## src/rtl/fsl_m_arbiter.sv

```systemverilog
// fsl_m_arbiter: packet-granular round-robin arbiter sharing one FSL master
// link among N_REQ requesters. All FSL outputs are registered.
// Optional build macro FSL_ARB_HDR_EN inserts a header word
// {seq[7:0], zeros, grant_id} ahead of every packet.
module fsl_m_arbiter #(
    parameter int N_REQ   = 4,
    parameter int D_WIDTH = 32,
    parameter int ID_W    = 3
) (
    input  logic                     gclk,
    input  logic                     reset,
    input  logic [N_REQ-1:0]         req_valid,
    input  logic [N_REQ-1:0]         req_last,
    input  logic [N_REQ*D_WIDTH-1:0] req_data,
    output logic [N_REQ-1:0]         req_ready,
    input  logic                     fsl_m_full,
    output logic                     fsl_m_write,
    output logic [D_WIDTH-1:0]       fsl_m_data,
    output logic                     fsl_m_control,
    output logic                     busy,
    output logic [ID_W-1:0]          grant_id
);

    // Requester vectors padded to the full ID_W index space so grant_id
    // can index them directly.
    localparam int NPAD = 1 << ID_W;

`ifdef FSL_ARB_HDR_EN
    typedef enum logic [1:0] {IDLE, HDR, XFER} state_t;
`else
    typedef enum logic [1:0] {IDLE, XFER} state_t;
`endif

    state_t              state_q, state_d;
    logic [ID_W-1:0]     rr_ptr_q, rr_ptr_d;
    logic [ID_W-1:0]     grant_id_q, grant_id_d;
    logic                busy_q, busy_d;
    logic                fsl_m_write_q, fsl_m_write_d;
    logic                fsl_m_control_q, fsl_m_control_d;
    logic [D_WIDTH-1:0]  fsl_m_data_q, fsl_m_data_d;
`ifdef FSL_ARB_HDR_EN
    logic [7:0]          seq_q, seq_d;
    logic [D_WIDTH-1:0]  hdr_word;
`endif

    logic [NPAD-1:0]     valid_pad, last_pad;
    logic [D_WIDTH-1:0]  data_arr [NPAD];
    logic                arb_found;
    logic [ID_W-1:0]     arb_idx, cand;
    logic                xfer_go;

    // Spread packed requester inputs into index-addressable form.
    always_comb begin
        valid_pad = '0;
        last_pad  = '0;
        for (int i = 0; i < NPAD; i++) data_arr[i] = '0;
        for (int i = 0; i < N_REQ; i++) begin
            valid_pad[i] = req_valid[i];
            last_pad[i]  = req_last[i];
            data_arr[i]  = req_data[i*D_WIDTH +: D_WIDTH];
        end
    end

    // Round-robin pick: first valid requester after rr_ptr, wrapping at N_REQ.
    always_comb begin
        arb_found = 1'b0;
        arb_idx   = '0;
        cand      = '0;
        for (int k = 1; k <= N_REQ; k++) begin
            cand = ID_W'((int'(rr_ptr_q) + k) % N_REQ);
            if (!arb_found && valid_pad[cand]) begin
                arb_found = 1'b1;
                arb_idx   = cand;
            end
        end
    end

    // Word handshake with the granted requester; others always see ready=0.
    always_comb begin
        xfer_go   = (state_q == XFER) && valid_pad[grant_id_q] && !fsl_m_full;
        req_ready = '0;
        for (int i = 0; i < N_REQ; i++)
            if (xfer_go && (ID_W'(i) == grant_id_q)) req_ready[i] = 1'b1;
    end

`ifdef FSL_ARB_HDR_EN
    // Header word: sequence number on top, requester index at the bottom.
    always_comb begin
        hdr_word                  = '0;
        hdr_word[D_WIDTH-1 -: 8]  = seq_q;
        hdr_word[ID_W-1:0]        = grant_id_q;
    end
`endif

    // Next-state and registered-output computation.
    always_comb begin
        state_d         = state_q;
        rr_ptr_d        = rr_ptr_q;
        grant_id_d      = grant_id_q;
        busy_d          = busy_q;
        fsl_m_write_d   = 1'b0;
        fsl_m_control_d = 1'b0;
        fsl_m_data_d    = fsl_m_data_q;
`ifdef FSL_ARB_HDR_EN
        seq_d           = seq_q;
`endif
        case (state_q)
            IDLE: begin
                // Arbitration cycle: no word moves.
                if (arb_found) begin
                    grant_id_d = arb_idx;
                    busy_d     = 1'b1;
`ifdef FSL_ARB_HDR_EN
                    state_d    = HDR;
`else
                    state_d    = XFER;
`endif
                end
            end
`ifdef FSL_ARB_HDR_EN
            HDR: begin
                if (!fsl_m_full) begin
                    fsl_m_write_d = 1'b1;
                    fsl_m_data_d  = hdr_word;
                    seq_d         = seq_q + 8'd1;
                    state_d       = XFER;
                end
            end
`endif
            XFER: begin
                // Grant is held until the last word, regardless of stalls.
                if (xfer_go) begin
                    fsl_m_write_d   = 1'b1;
                    fsl_m_data_d    = data_arr[grant_id_q];
                    fsl_m_control_d = last_pad[grant_id_q];
                    if (last_pad[grant_id_q]) begin
                        rr_ptr_d = grant_id_q;
                        busy_d   = 1'b0;
                        state_d  = IDLE;
                    end
                end
            end
            default: state_d = IDLE;
        endcase
    end

    // State and output registers; reset truncates any packet in flight.
    always_ff @(posedge gclk or posedge reset) begin
        if (reset) begin
            state_q         <= IDLE;
            rr_ptr_q        <= ID_W'(N_REQ - 1);
            grant_id_q      <= '0;
            busy_q          <= 1'b0;
            fsl_m_write_q   <= 1'b0;
            fsl_m_control_q <= 1'b0;
            fsl_m_data_q    <= '0;
`ifdef FSL_ARB_HDR_EN
            seq_q           <= '0;
`endif
        end else begin
            state_q         <= state_d;
            rr_ptr_q        <= rr_ptr_d;
            grant_id_q      <= grant_id_d;
            busy_q          <= busy_d;
            fsl_m_write_q   <= fsl_m_write_d;
            fsl_m_control_q <= fsl_m_control_d;
            fsl_m_data_q    <= fsl_m_data_d;
`ifdef FSL_ARB_HDR_EN
            seq_q           <= seq_d;
`endif
        end
    end

    assign fsl_m_write   = fsl_m_write_q;
    assign fsl_m_control = fsl_m_control_q;
    assign fsl_m_data    = fsl_m_data_q;
    assign busy          = busy_q;
    assign grant_id      = grant_id_q;

endmodule

```

## config.mk

```make
export PLATFORM = sky130hd
export DESIGN_NAME = fsl_m_arbiter
export DESIGN_NICKNAME = d
export VERILOG_FILES = /design/src/rtl/fsl_m_arbiter.sv
export SDC_FILE = /design/constraint.sdc
export NUM_CORES = 1
export LEC_CHECK = 0
export ABC_AREA = 1
export CORE_UTILIZATION = 35
export CTS_CLUSTER_SIZE = 10
export DETAILED_ROUTE_END_ITERATION = 10
export MAX_ROUTING_LAYER = met4
export PLACE_DENSITY = 0.82
export SKIP_LAST_GASP = 1
export SLEW_MARGIN = 20
export SYNTH_ARGS = -nofsm -noshare
export SYNTH_HDL_FRONTEND = slang
export SYNTH_SLANG_ARGS = --single-unit
```

## constraint.sdc

```tcl
create_clock -name gclk -period 2.9 [get_ports gclk]
set_clock_uncertainty 0.1 [all_clocks]
set_input_delay 0.435 -clock gclk [delete_from_list [all_inputs] [get_ports gclk]]
set_output_delay 0.435 -clock gclk [all_outputs]
set_load 0.03 [all_outputs]
```

### Word level (Yosys, flattened, before mapping)

Index checks and enable logic that the tools add are counted.

* bits in registers: 42
* input bits: 139
* output and inout port bits: 42
* word-level logic and storage cells: 93

* $add $sub $neg: 4
* order comparisons: 6
* equality and inequality tests: 7
* multiplexer cells: 39
* bitwise operators: 5
* reduce and logical (&&, ||, !) cells: 25

Operators by type and width (number)
* $bmux 32 s3: 1
* $mux 32: 2
* $mux 1: 21
* $lt 3x4->1 const B: 5
* $bmux 1 s3: 6
* $mux 3: 4
* $logic_and 1x1->1: 9
* $reduce_or 2->1: 4
* $eq 2x3->1 const A: 2
* $mux 2: 3
* $reduce_and 3->1: 2
* $add 2x1->2 const B: 2
* $add 2x2->2 const B: 2
* $and 1x1->1 const A: 4
* $ge 4x4->1 const B: 1
* $logic_not 1->1: 4
* $ne 2x2->1 const B: 2
* $not 3->4: 1
* $pmux 2 s2: 1
* $reduce_and 2->1: 2
* $reduce_and 4->1: 1
* $eq 1x3->1 const A: 1
* $logic_not 3->1: 1
* $eq 2x1->1 const B: 1
* 4 further kinds: 4

### Logic depth before layout (Yosys ltp)

Gate-level depths: netlist of run 1.

* depth in word-level cells: 17
* depth in mapped cells: 12
* depth with buffers taken out: 11

### Least setup slack after synthesis of run 1

Ideal clock, no wire load.

* path type: register -> output
* from: register grant_id_q[1] (netlist: grant_id[1])
* to: output port req_ready[0]
* arrival time: 2.081 ns
* data required time: 2.365 ns
* path slack: 0.284 ns
* cell stages (with the launch flop): 9
* buffers on the path: 2
* cell sequence: dfrtp_1 buf_2 nand2_1 inv_2 nand2_1 o211ai_2 nand2_4 buf_2 nor3_1

* cells in the longest elaborated chain, start to end: 6

Ends and longest elaborated chain
* from (decl): RTL line 36 `logic [ID_W-1:0] grant_id_q, grant_id_d;`
* from (signal assigned): RTL line 163 `grant_id_q <= grant_id_d;`
* $bmux 1 s3: RTL line 80 `xfer_go = (state_q == XFER) && valid_pad[grant_id_q] && !fsl_m_full;`
* $mux 1 (implied by the code): RTL line 80
* $logic_and 1x1->1 (2 in series): RTL line 80
* $logic_and 1x1->1 *: RTL line 83 `if (xfer_go && (ID_W'(i) == grant_id_q)) req_ready[i] = 1'b1;`
* $mux 1 *: RTL line 83
* to (decl): RTL line 15 `output logic [N_REQ-1:0] req_ready,`

Every way passes the cells marked *; elsewhere a longest branch is shown, timed or not. The select of a mux whose other input is x is not followed.

### Worst setup path after layout of run 1

* from: register grant_id_q[0] (netlist: grant_id[0])
* to: output port req_ready[1]

The elaborated chain is that of the path after synthesis.

==> metrics.txt, run 1 <==
# TYPE chip_impl_metric gauge
chip_impl_metric{name="placement.cell_area",unit="mm²"} 0.00435
chip_impl_metric{name="grt_start_max_net_pins",unit=""} 40
chip_impl_metric{name="cts_made_buffers",unit=""} 5
chip_impl_metric{name="drtPass1Iterations",unit=""} 4
chip_impl_metric{name="ant_nets",unit=""} 0
chip_impl_metric{name="fin_cells",unit=""} 649
chip_impl_metric{name="floorplan.die_area",unit="mm²"} 0.00751
chip_impl_metric{name="final.min_clock_period",unit="ns"} 2.46
chip_impl_metric{name="setup-violations-final",unit=""} 0
chip_impl_info{name="result_of_the_run",value="completed"} 1
chip_impl_metric{name="cellLeakagePower",unit="nW"} 2.09
chip_impl_metric{name="post_synth_mux_area_share",unit="%"} 0
chip_impl_metric{name="die_h",unit="µm"} 86.6
chip_impl_metric{name="fin_tns_setup",unit="ns"} 0
chip_impl_metric{name="route.detailed.vias_per_inst",unit=""} 4.91
chip_impl_metric{name="holdBufCountCts",unit=""} 0
chip_impl_metric{name="synthDistinctLibCells",unit=""} 21
chip_impl_info{name="worst_setup_path_endpoint",value="req_ready[1]"} 1
chip_impl_metric{name="vdd.ir_drop.worst",unit="V"} 0.000423
chip_impl_info{name="path_class",value="flop to output pin"} 1
chip_impl_metric{name="drt-total-wl",unit="µm"} 8680
chip_impl_info{name="crit_path_start_kind",value="flop"} 1
chip_impl_info{name="hold_path.startpoint",value="fsl_m_data[20]$_DFFE_PP0P_"} 1
chip_impl_metric{name="num_antenna_cells",unit=""} 0
chip_impl_metric{name="post_cts.resized_instances",unit=""} 0
chip_impl_metric{name="cts.path.max_buffers",unit=""} 2
chip_impl_metric{name="grtUsageTotal",unit="%"} 23.7
chip_impl_metric{name="grt_util_met3",unit="%"} 6.57
chip_impl_metric{name="syn_to_final_growth",unit="%"} 77.8
chip_impl_metric{name="clock_sinks",unit=""} 39
chip_impl_metric{name="critical_path.max_fanout",unit=""} 22
chip_impl_metric{name="placementRows",unit=""} 30
chip_impl_info{name="startpoint",value="grant_id[0]$_DFFE_PP0P_"} 1
chip_impl_metric{name="worst-r2r-setup-slack",unit="ns"} 0.81
chip_impl_info{name="timing.hold.worst.class",value="flop to flop"} 1
chip_impl_metric{name="drt_iter0_markers",unit=""} 196
chip_impl_metric{name="worst_ep_required_time",unit="ns"} 2.37
chip_impl_info{name="cts_root_buffer",value="sky130_fd_sc_hd__clkbuf_8"} 1
chip_impl_metric{name="clkTransAtPathRegs",unit="ns"} 0.07
chip_impl_metric{name="vias_in_the_first_global_route",unit=""} 2998
chip_impl_metric{name="slew-limit-headroom",unit="%"} 47.4
chip_impl_metric{name="layout_worst_path_cycle_share",unit="%"} 84.8
chip_impl_info{name="unrepaired_setup_endpoints_after_global_routing",value="no"} 1
chip_impl_metric{name="core_area",unit="mm²"} 0.00687
chip_impl_metric{name="synth.cell_area",unit="mm²"} 0.00251
chip_impl_metric{name="antenna_violations_before_repair",unit=""} 0
chip_impl_metric{name="vias",unit=""} 3186
chip_impl_metric{name="power",unit="mW"} 4.04
chip_impl_metric{name="post_synth_inst_count",unit=""} 382
chip_impl_metric{name="post_synth.cell_area_avg",unit="µm²"} 6.56
chip_impl_metric{name="worst_pin_slew",unit="ns"} 0.788
chip_impl_metric{name="global_route_total_overflow",unit=""} 0
chip_impl_metric{name="worst_r2r_path_depth",unit=""} 7
chip_impl_metric{name="report.final.slew_viol_count",unit=""} 0
chip_impl_metric{name="max_freq",unit="MHz"} 407
chip_impl_metric{name="synth-compound-area-share",unit="%"} 11.0
chip_impl_metric{name="clk_latency",unit="ns"} 0.28
chip_impl_metric{name="global_route.usage.met2",unit="%"} 42.5
chip_impl_metric{name="drive_above_1_share",unit="%"} 5.06
chip_impl_metric{name="number_of_maximum_capacitance_constraint_violations",unit=""} 0
chip_impl_metric{name="yosys.area_share.xor_xnor",unit="%"} 0
chip_impl_metric{name="ys_warn_count",unit=""} 0
chip_impl_metric{name="post_synth_fa_ha_maj_area_fraction",unit="%"} 0
chip_impl_metric{name="syn_nets",unit=""} 521
chip_impl_info{name="synth_top_family_by_area",value="simple AND/OR/NAND/NOR gates"} 1
chip_impl_metric{name="synth-simple-area-share",unit="%"} 43.3
chip_impl_metric{name="synth-seq-area-share",unit="%"} 39.0
chip_impl_metric{name="placed_cells_incl_taps",unit=""} 641
chip_impl_metric{name="routedWlPerCell",unit="µm"} 13.4
chip_impl_metric{name="initial_cell_density_of_the_core",unit="%"} 36.5
chip_impl_metric{name="die_w",unit="µm"} 86.6
chip_impl_info{name="r2r-start",value="grant_id[0]$_DFFE_PP0P_"} 1
chip_impl_metric{name="power_per_cell_area",unit="mW/mm²"} 906
chip_impl_metric{name="min_delay_path_depth",unit=""} 2
chip_impl_metric{name="io_pins",unit=""} 181
chip_impl_metric{name="ys_seq_elements",unit=""} 39
chip_impl_metric{name="dp.final_hpwl",unit="µm"} 6700
chip_impl_metric{name="post-cts-setup-buffer-count",unit=""} 0
chip_impl_info{name="worst_setup_path_end_kind",value="output pin"} 1
chip_impl_metric{name="post-route-cell-area",unit="mm²"} 0.00446
chip_impl_metric{name="num-nets-final",unit=""} 691
chip_impl_info{name="worstReg2RegEnd",value="fsl_m_data[3]$_DFFE_PP0P_"} 1
chip_impl_metric{name="drc_errors_left",unit=""} 0
chip_impl_metric{name="worstPathArrival",unit="ns"} 1.92
chip_impl_metric{name="layout.filler_cells",unit=""} 635
chip_impl_metric{name="placement.io_buffers",unit=""} 179
chip_impl_metric{name="finalHoldViolCount",unit=""} 0
chip_impl_metric{name="cts.htree.levels",unit=""} 2
chip_impl_metric{name="place.gp.congestion",unit=""} 0.832
chip_impl_metric{name="grtUsageMet1",unit="%"} 25.3
chip_impl_metric{name="grt_pass1_wl",unit="µm"} 13500
chip_impl_info{name="grt.busiest_layer",value="met2"} 1
chip_impl_info{name="cts_tree",value="built"} 1
-- cell type report --
cell class / instances / area [µm²] / share of cell area (%)
repair buffers: 184 / 1820 / 40.8
multi-input cells: 305 / 1370 / 30.6
flip-flops and latches: 39 / 978 / 21.9
well taps: 96 / 120 / 2.69
clock buffers: 5 / 68.8 / 1.54
inverters: 17 / 63.8 / 1.43
clock inverters: 3 / 43.8 / 0.982
-- report_power, final --
part | switching (mW) | internal [mW] | total (mW)
sequential | 0.177 | 0.793 | 0.970
combinational | 1.60 | 1.03 | 2.62
clock | 0.190 | 0.256 | 0.446
-- critical path, cell delays in order (launching register included) --
cell and delay (ns):
sky130_fd_sc_hd__dfrtp_1 0.49, sky130_fd_sc_hd__inv_2 0.14, sky130_fd_sc_hd__nand2_1 0.12, sky130_fd_sc_hd__o211ai_2 0.28
sky130_fd_sc_hd__nand2_4 0.22, sky130_fd_sc_hd__nor3_1 0.20, sky130_fd_sc_hd__buf_4 0.19
-- cells by family (layout without fill, tap and decap cells) --
| family | count (synthesis) | count (layout) |
|---|---|---|
| AND/OR/NAND/NOR | 268 | 268 |
| flip-flops | 39 | 39 |
| buffers and inverters | 38 | 209 |
| AO/OA/AOI/OAI | 36 | 36 |
| other | 1 | 1 |
-- stage by stage --
stage	hold slack (ns)	setup slack, ns	utilization (%)
2_1_floorplan	0.379	0.284	-
3_3_place_gp	0.362	0.567	63.3
3_5_place_dp	0.368	0.500	63.3
4_1_cts	0.388	0.444	64.9
5_1_grt	0.411	0.292	64.9
6_report	0.382	0.441	64.9
-- synth_stat cells, drive strengths merged --
master / instances / area [µm²]
clkbuf: 11 / 41.3
nand4: 4 / 25.0
dfstp: 2 / 52.6
nand2: 214 / 811
a21oi: 2 / 10.0
conb: 1 / 3.75
nand3: 40 / 200
nor2: 8 / 40.0
inv: 17 / 63.8
buf: 10 / 58.8
dfrtp: 37 / 926
o211ai: 1 / 12.5
nor3: 2 / 10.0
a22oi: 33 / 253
-- worst min path at each step --
stage and to:
2_1_floorplan rr_ptr_q[1]$_DFFE_PP1P_, 3_3_place_gp fsl_m_data[23]$_DFFE_PP0P_, 3_5_place_dp fsl_m_data[22]$_DFFE_PP0P_, 4_1_cts fsl_m_data[22]$_DFFE_PP0P_
5_1_grt fsl_m_data[9]$_DFFE_PP0P_, 6_report fsl_m_data[20]$_DFFE_PP0P_
-- metal layers --
metal  vias to the layer above  wire length, µm
met2                       145             4570
met1                      1459             3250
met4                         0               99
met3                         8              764
li1                       1574                -
met5                         -                0
-- placed cells by master, fill, tap and decap left out, types with 2 or more instances in the layout --
cell type and instances:
sky130_fd_sc_hd__nand2_1 213, sky130_fd_sc_hd__inv_1 13, sky130_fd_sc_hd__inv_2 4, sky130_fd_sc_hd__clkdlybuf4s50_1 175
sky130_fd_sc_hd__buf_4 9, sky130_fd_sc_hd__nand4_1 4, sky130_fd_sc_hd__nor3_1 2, sky130_fd_sc_hd__nand3_1 40
sky130_fd_sc_hd__a21oi_1 2, sky130_fd_sc_hd__nor2_1 6, sky130_fd_sc_hd__a22oi_1 32, sky130_fd_sc_hd__dfstp_2 2
sky130_fd_sc_hd__dfrtp_1 37, sky130_fd_sc_hd__clkbuf_8 5
-- state kept, by name (all words and copies together), names as in the netlist --
register,cells
fsl_m_data,32
fsl_m_control,1
rr_ptr_q,2
state_q,1
fsl_m_write,1
grant_id,2
(Power assumes the default switching activity.)
==> inputs of run 2 (changes only) <==
==> constraint.sdc (replaced) <==
create_clock -name gclk -period 2.6 [get_ports gclk]
set_clock_uncertainty 0.1 [all_clocks]
set_input_delay 0.39 -clock gclk [delete_from_list [all_inputs] [get_ports gclk]]
set_output_delay 0.39 -clock gclk [all_outputs]
set_load 0.03 [all_outputs]
==> run 2 against run 1 <==
Non-clock buffer count did not move. Largest cell class unchanged. Power rose by 12%. Wire length fell by 0.82%. Critical path depth fell by 1. Worst setup slack got worse by 0.20 ns. Utilization rose by 0.073 points. Sequential cell count did not move. Sequential power rose by 11%. Global-route usage rose by 0.073 points.
==> metrics.txt, run 2 (synthesized netlist as in run 1, its figures left out) <==
# TYPE chip_impl_metric gauge
chip_impl_info{name="result_of_the_run",value="completed"} 1
chip_impl_info{name="path_class",value="flop to output pin"} 1
chip_impl_metric{name="min_delay_path_depth",unit=""} 2
chip_impl_metric{name="drc_errors_left",unit=""} 0
chip_impl_metric{name="post_cts.resized_instances",unit=""} 0
chip_impl_metric{name="ant_nets",unit=""} 0
chip_impl_metric{name="antenna_violations_before_repair",unit=""} 0
chip_impl_metric{name="place.gp.congestion",unit=""} 0.803
chip_impl_info{name="cts_tree",value="built"} 1
chip_impl_metric{name="route.detailed.vias_per_inst",unit=""} 4.79
chip_impl_metric{name="largest_register_ff_count",unit=""} 32
chip_impl_metric{name="io_pins",unit=""} 181
chip_impl_metric{name="setup-violations-final",unit=""} 0
chip_impl_metric{name="worstPathArrival",unit="ns"} 1.87
chip_impl_metric{name="cts_made_buffers",unit=""} 5
chip_impl_info{name="most_common_library_cell_in_the_layout_ignoring_fill_and_taps",value="sky130_fd_sc_hd__nand2_1"} 1
chip_impl_metric{name="clk_latency",unit="ns"} 0.28
chip_impl_metric{name="cts.htree.levels",unit=""} 2
chip_impl_info{name="r2r-start",value="grant_id[1]$_DFFE_PP0P_"} 1
chip_impl_metric{name="core_area",unit="mm²"} 0.00687
chip_impl_info{name="unrepaired_setup_endpoints_after_global_routing",value="no"} 1
chip_impl_info{name="cts_root_buffer",value="sky130_fd_sc_hd__clkbuf_8"} 1
chip_impl_metric{name="hold-worst-slack",unit="ns"} 0.387
chip_impl_metric{name="num-nets-final",unit=""} 691
chip_impl_info{name="worst_setup_path_end_kind",value="output pin"} 1
chip_impl_metric{name="number_of_maximum_capacitance_constraint_violations",unit=""} 0
chip_impl_metric{name="initial_cell_density_of_the_core",unit="%"} 36.5
chip_impl_info{name="worst_hold_end",value="fsl_m_data[30]$_DFFE_PP0P_"} 1
chip_impl_metric{name="critical_path.max_fanout",unit=""} 19
chip_impl_metric{name="syn_to_final_growth",unit="%"} 78.0
chip_impl_metric{name="layout_worst_path_cycle_share",unit="%"} 90.9
chip_impl_metric{name="cellLeakagePower",unit="nW"} 2.10
chip_impl_metric{name="post-cts-setup-buffer-count",unit=""} 0
chip_impl_info{name="hold_path.startpoint",value="fsl_m_data[30]$_DFFE_PP0P_"} 1
chip_impl_metric{name="grt_start_max_net_pins",unit=""} 40
chip_impl_info{name="worstReg2RegEnd",value="fsl_m_data[22]$_DFFE_PP0P_"} 1
chip_impl_metric{name="report.final.slew_viol_count",unit=""} 0
chip_impl_metric{name="die_w",unit="µm"} 86.6
chip_impl_metric{name="routedWlPerCell",unit="µm"} 13.3
chip_impl_metric{name="die_h",unit="µm"} 86.6
chip_impl_metric{name="drt_iter0_markers",unit=""} 170
chip_impl_metric{name="vdd.ir_drop.worst",unit="V"} 0.000481
chip_impl_metric{name="grt_pass1_wl",unit="µm"} 13500
chip_impl_metric{name="drtPass1Iterations",unit=""} 4
chip_impl_metric{name="power",unit="mW"} 4.50
chip_impl_metric{name="worst-r2r-setup-slack",unit="ns"} 0.57
chip_impl_metric{name="slew-limit-headroom",unit="%"} 47.5
chip_impl_metric{name="worst_pin_slew",unit="ns"} 0.786
chip_impl_metric{name="num_antenna_cells",unit=""} 0
chip_impl_metric{name="cts.path.max_buffers",unit=""} 2
chip_impl_metric{name="clock_sinks",unit=""} 39
chip_impl_metric{name="finalHoldViolCount",unit=""} 0
chip_impl_metric{name="worst_ep_required_time",unit="ns"} 2.11
chip_impl_metric{name="dp.final_hpwl",unit="µm"} 6590
chip_impl_metric{name="grtUsageTotal",unit="%"} 23.7
chip_impl_metric{name="placementRows",unit=""} 30
chip_impl_metric{name="drt-total-wl",unit="µm"} 8610
chip_impl_metric{name="fin_tns_setup",unit="ns"} 0
chip_impl_info{name="final_cell_mix",value="213 x sky130_fd_sc_hd__nand2_1, 175 x sky130_fd_sc_hd__clkdlybuf4s50_1, 40 x sky130_fd_sc_hd__nand3_1, 37 x sky130_fd_sc_hd__dfrtp_1, 32 x sky130_fd_sc_hd__a22oi_1"} 1
chip_impl_metric{name="max_freq",unit="MHz"} 423
chip_impl_metric{name="floorplan.die_area",unit="mm²"} 0.00751
chip_impl_metric{name="worst_r2r_path_depth",unit=""} 6
chip_impl_info{name="crit_path_start_kind",value="flop"} 1
chip_impl_metric{name="vias",unit=""} 3110
chip_impl_metric{name="power_per_cell_area",unit="mW/mm²"} 1010
chip_impl_info{name="timing.hold.worst.class",value="flop to flop"} 1
chip_impl_metric{name="drive_above_1_share",unit="%"} 5.06
chip_impl_metric{name="clkTransAtPathRegs",unit="ns"} 0.07
chip_impl_metric{name="holdBufCountCts",unit=""} 0
chip_impl_metric{name="final.min_clock_period",unit="ns"} 2.36
chip_impl_metric{name="global_route_total_overflow",unit=""} 0
chip_impl_metric{name="placement.io_buffers",unit=""} 179
chip_impl_metric{name="vias_in_the_first_global_route",unit=""} 2960
[run 2: worst max-delay path: stages, from the launching register on]
cell	delay, ns
sky130_fd_sc_hd__dfrtp_1	0.56
sky130_fd_sc_hd__nand2_1	0.17
sky130_fd_sc_hd__o211ai_2	0.28
sky130_fd_sc_hd__nand2_4	0.20
sky130_fd_sc_hd__nor3_1	0.19
sky130_fd_sc_hd__buf_4	0.19
[run 2: stage by stage]
stage / area, µm² / utilization (%) / std cells / setup WS, ns
after global placement: 4350 / 63.3 / 641 / 0.355
after floorplan: 2510 / - / 382 / 0.0294
after CTS: 4460 / 65.0 / 649 / 0.202
after detailed placement: 4350 / 63.3 / 641 / 0.321
after global routing: 4460 / 65.0 / 649 / 0.0614
final: 4460 / 65.0 / 649 / 0.238
[run 2: worst max path at each step]
| stage | from | endpoint | depth (start not counted) | slack (ns) |
|---|---|---|---|---|
| 2_1_floorplan | grant_id[1]$_DFFE_PP0P_ | req_ready[0] | 8 | 0.03 |
| 3_3_place_gp | req_valid[2] | req_ready[1] | 6 | 0.35 |
| 3_5_place_dp | req_valid[2] | req_ready[0] | 6 | 0.32 |
| 4_1_cts | grant_id[1]$_DFFE_PP0P_ | req_ready[0] | 5 | 0.20 |
| 5_1_grt | grant_id[1]$_DFFE_PP0P_ | req_ready[0] | 5 | 0.06 |
| 6_report | grant_id[1]$_DFFE_PP0P_ | req_ready[1] | 5 | 0.24 |
[run 2: report_power, final]
group / leakage [nW] / internal [mW] / total (mW) / switching (mW)
Combinational: 1.55 / 1.15 / 2.90 / 1.76
Sequential: 0.488 / 0.885 / 1.08 / 0.197
Clock: 0.0612 / 0.311 / 0.518 / 0.207
[run 2: routing by layer]
metal	vias to the layer above	track usage, %	wire, µm
li1	1574	-	-
met4	0	5.15	74
met2	117	44.2	4550
met3	8	4.38	536
met1	1411	26.3	3450
met5	-	-	0
[run 2: area by class of cell]
| type | count | area [µm²] |
|---|---|---|
| repair buffers | 184 | 1820 |
| well taps | 96 | 120 |
| inverters | 17 | 63.8 |
| flip-flops and latches | 39 | 978 |
| clock inverters | 2 | 35.0 |
| multi-input cells | 305 | 1370 |
| fillers | 615 | 2400 |
| clock buffers | 6 | 82.6 |
==> inputs of run 3 (changes only) <==
--- a/config.mk
+++ b/config.mk
@@ -6,6 +6,7 @@
 export NUM_CORES = 1
 export LEC_CHECK = 0
 export ABC_AREA = 1
+export ABC_CLOCK_PERIOD_IN_PS = 2600
 export CORE_UTILIZATION = 35
 export CTS_CLUSTER_SIZE = 10
 export DETAILED_ROUTE_END_ITERATION = 10
==> results of run 3 <==
No change in the layout: final DEF, timing and power equal those of run 2.
